### config.mk
export PLATFORM = sky130hd
export DESIGN_NAME = double_eq_flat
export DESIGN_NICKNAME = d
export VERILOG_FILES = /design/src/rtl/double_eq_if.sv /design/src/rtl/double_eq.sv /design/src/flat_wrapper.sv
export SDC_FILE = /design/constraint.sdc
export NUM_CORES = 1
export LEC_CHECK = 0
export CORE_UTILIZATION = 28
export CTS_CLUSTER_DIAMETER = 200
export CTS_CLUSTER_SIZE = 8
export DETAILED_ROUTE_END_ITERATION = 6
export HOLD_SLACK_MARGIN = 0.02
export PLACE_DENSITY = 0.95
export SYNTH_ARGS = -nofsm -noshare
export SYNTH_HDL_FRONTEND = slang
export SYNTH_SLANG_ARGS = --single-unit
### constraint.sdc
create_clock -name clk -period 1 [get_ports clk]
set_input_delay 0.1 -clock clk [delete_from_list [all_inputs] [get_ports clk]]
set_output_delay 0.1 -clock clk [all_outputs]
set_load 0.01 [all_outputs]
### src/rtl/double_eq_if.sv
// double_eq_if: operand pair and equality result bundle for double_eq
interface double_eq_if;
  logic [63:0] a;
  logic [63:0] b;
  logic        z;
  modport master (output a, output b, input z);
  modport slave  (input a, input b, output z);
endinterface

### src/rtl/double_eq.sv
// double_eq: registered IEEE-754 binary64 quiet equality, one result per clock
module double_eq (
  input  logic      clk,
  input  logic      rst_n,
  double_eq_if.slave bus
);
  logic a_nan, b_nan, a_zero, b_zero, z_d, z_q;
  assign a_nan  = (&bus.a[62:52]) && (|bus.a[51:0]);
  assign b_nan  = (&bus.b[62:52]) && (|bus.b[51:0]);
  assign a_zero = ~|bus.a[62:0];
  assign b_zero = ~|bus.b[62:0];
  // NaN poisons even bit-identical pairs; signed zeros are the only non-bitwise match
  always_comb z_d = (a_nan || b_nan) ? 1'b0 : (a_zero && b_zero) ? 1'b1 : (bus.a == bus.b);
  always_ff @(posedge clk or negedge rst_n)
    if (!rst_n) z_q <= 1'b0;
    else        z_q <= z_d;
  assign bus.z = z_q;
endmodule

### src/flat_wrapper.sv
// flat-port wrapper written by rule: the top's interface ports become plain ports
module double_eq_flat 
  (clk, rst_n, bus_a, bus_b, bus_z);
  double_eq_if bus_i ();
  input  logic clk;
  input  logic rst_n;
  input wire logic [$bits(bus_i.a)-1:0] bus_a;
  input wire logic [$bits(bus_i.b)-1:0] bus_b;
  output wire logic [$bits(bus_i.z)-1:0] bus_z;
  assign bus_i.a = bus_a;
  assign bus_i.b = bus_b;
  assign bus_z = bus_i.z;
  double_eq u_core (.clk(clk), .rst_n(rst_n), .bus(bus_i));
endmodule
==> flow_summary.ini <==
[route]
drt-initial-drc-count = 262
wl_um = 8640
drtPass1Iterations = 5
post_drt_wl_per_cell_um = 24.6
via_per_inst = 6.11
drcViolationCount = 0
vias = 2144
ant_nets = 0

[cts]
clkTransAtPathRegs_ns = 0

[synth]
syn_area_um2 = 1030
ys_seq_area_share_pct = 2.42
synthAdderAreaFrac_pct = 0
synthCells = 138
yosys.area_share.simple_pct = 42.0
synth_compound_area_share_pct = 1.33
synth-seq-cells = 1
ys_warn_count = 0
syn_area_per_cell_um2 = 7.49
synth_top_family_by_area = XOR/XNOR gates
synthesis.nets = 268
synthMuxAreaShare_pct = 0
ys_types = 11
synth_xor_area_share_pct = 54.2

[power_and_ir_drop]
internal_power_mw = 0.693
p_switching_mw = 0.567
swShare_pct = 45.0
power_leakage_nw = 1.18
ir_drop_mv = 0.283
seqPwrFrac_pct = 3.3
power_frac_comb_pct = 96.7
pwr-share-clk_pct = 0
total_power_mw = 1.26
powerDensity_nw_per_um2 = 430

[place]
io_buffers = 130
placed_cell_area_um2 = 2680
gp_congestion = 0.949
hpwl_um = 5390
dp_worst_setup_slack_ns = -0.802
placedCellCount = 350

[global_routing]
grt_start_max_net_pins = 4
grt-ovfl-total = 0
grt_pass1_vias = 2250
grt_usage_pct = 37.0
grt_pass1_wl_um = 11000
antenna_found_initial = 0

[sta]
finalHoldViolCount = 0
setup_viol_count_final = 1
max_freq_ghz = 0.643
final.min_clock_period_ns = 1.56
slew_headroom_pct = 74.8
rsz0062_at_grt = yes
fin_setup_tns_ns = -0.555
tightest_slew_ns = 0.375
fin_hold_ws_ns = 0.278
worst_slack_ns = -0.555
maxSlewViolCount = 0
fin_crit_sh_pct = 156

[floorplanning]
pin_count = 131
coreArea_um2 = 3440
die_height_um = 62.8
start_util_pct = 30.0
die_area_um2 = 3940
num_rows = 21
die_w_um = 62.8

[finish]
design_area_um2 = 2930
final_cell_mix = 50 x dlygate4sd2_1, 39 x xnor2_1, 33 x buf_4, 25 x xnor2_2, 24 x nand4_1
seq_area_um2 = 25.0
finish.utilization_pct = 85.1
largest_reg_flops = 1
multi_input_area_um2 = 1490
layout_commonest_cell = dlygate4sd2_1
diodes = 0
fin_nets = 437
nFillCells = 165
fin_cells = 351
drive_gt1_share_pct = 49.8
syn_to_final_growth_pct = 183

[worst_setup_path]
critPathArrivalTime_ns = 1.47
crit_path_start_kind = primary input
required_ns = 0.91
cp_max_fo = 2
worstSetupEndpointType = register
crit_type = primary input to register

[run_status]
status = complete, but fails checks
violations = setup timing

[hold_path]
holdCritPathClass = primary input to async pin

[job]
cap_violations = 0
## power groups by stage
| stage | Sequential [mW] | Combinational, mW | Clock [mW] |
|---|---|---|---|
| after floorplan | 0.0412 | 0.272 | 0 |
| after global placement | 0.0412 | 1.06 | 0 |
| after detailed placement | 0.0412 | 1.08 | 0 |
| after CTS | 0.0412 | 1.04 | 0 |
| after global routing | 0.0412 | 1.24 | 0 |
| final | 0.0412 | 1.22 | 0 |
## worst max-delay path: stages
cell and delay, ns:
buf_6 0.11, nor4_4 0.32, nand4_1 0.23, nor4_4 0.37
nand3_1 0.15, o22ai_1 0.19
## cells in the mapped netlist, drive strengths merged
master | n | area share, %
o211ai | 1 | 0.73
xnor2 | 64 | 54
o22ai | 1 | 0.61
nor4 | 36 | 23
nor2 | 3 | 1.1
nor3 | 1 | 0.48
nand4 | 24 | 15
dfrtp | 1 | 2.4
nand3 | 3 | 1.5
nand2 | 4 | 1.5
## cell families after synthesis
group,count (synthesis)
AND/OR/NAND/NOR,71
flip-flops,1
XOR/XNOR,64
AO/OA/AOI/OAI,2
## repair_timing
item | 4_1_cts | 5_1_grt
gates resized for setup | 303 | 96
pin swaps | 75 | 41
endpoints found under the setup margin | 1 | 1
buffers inserted | 0 | 1
hold buffers | 0 | 0
## worst max-delay path by stage
stage          startpoint           end  slack, ns  cells after the start
2_1_floorplan   bus_b[32]  u_core.bus.z      -0.06                      5
3_3_place_gp    bus_b[42]  u_core.bus.z      -0.71                      6
3_5_place_dp    bus_b[32]  u_core.bus.z      -0.80                      6
4_1_cts         bus_b[40]  u_core.bus.z      -0.31                      6
5_1_grt         bus_b[56]  u_core.bus.z      -0.56                      6
6_report        bus_b[23]  u_core.bus.z      -0.56                      6
## final cells by class
cell class                      instances  share of cell area [%]
Timing Repair Buffer                  167                    46.2
Tap cell                               46                    1.96
Multi-Input combinational cell        137                    51.0
Sequential cell                         1                   0.854
## per-layer routing
metal / track usage, % / share of wire (%) / up-vias
met5: 0 / 0 / -
met4: 24.4 / 6.6 / 0
met3: 7.12 / 9.9 / 54
met2: 67.7 / 49 / 216
met1: 37.9 / 34 / 988
li1: - / - / 886
Power figures use the tool's default switching activity.
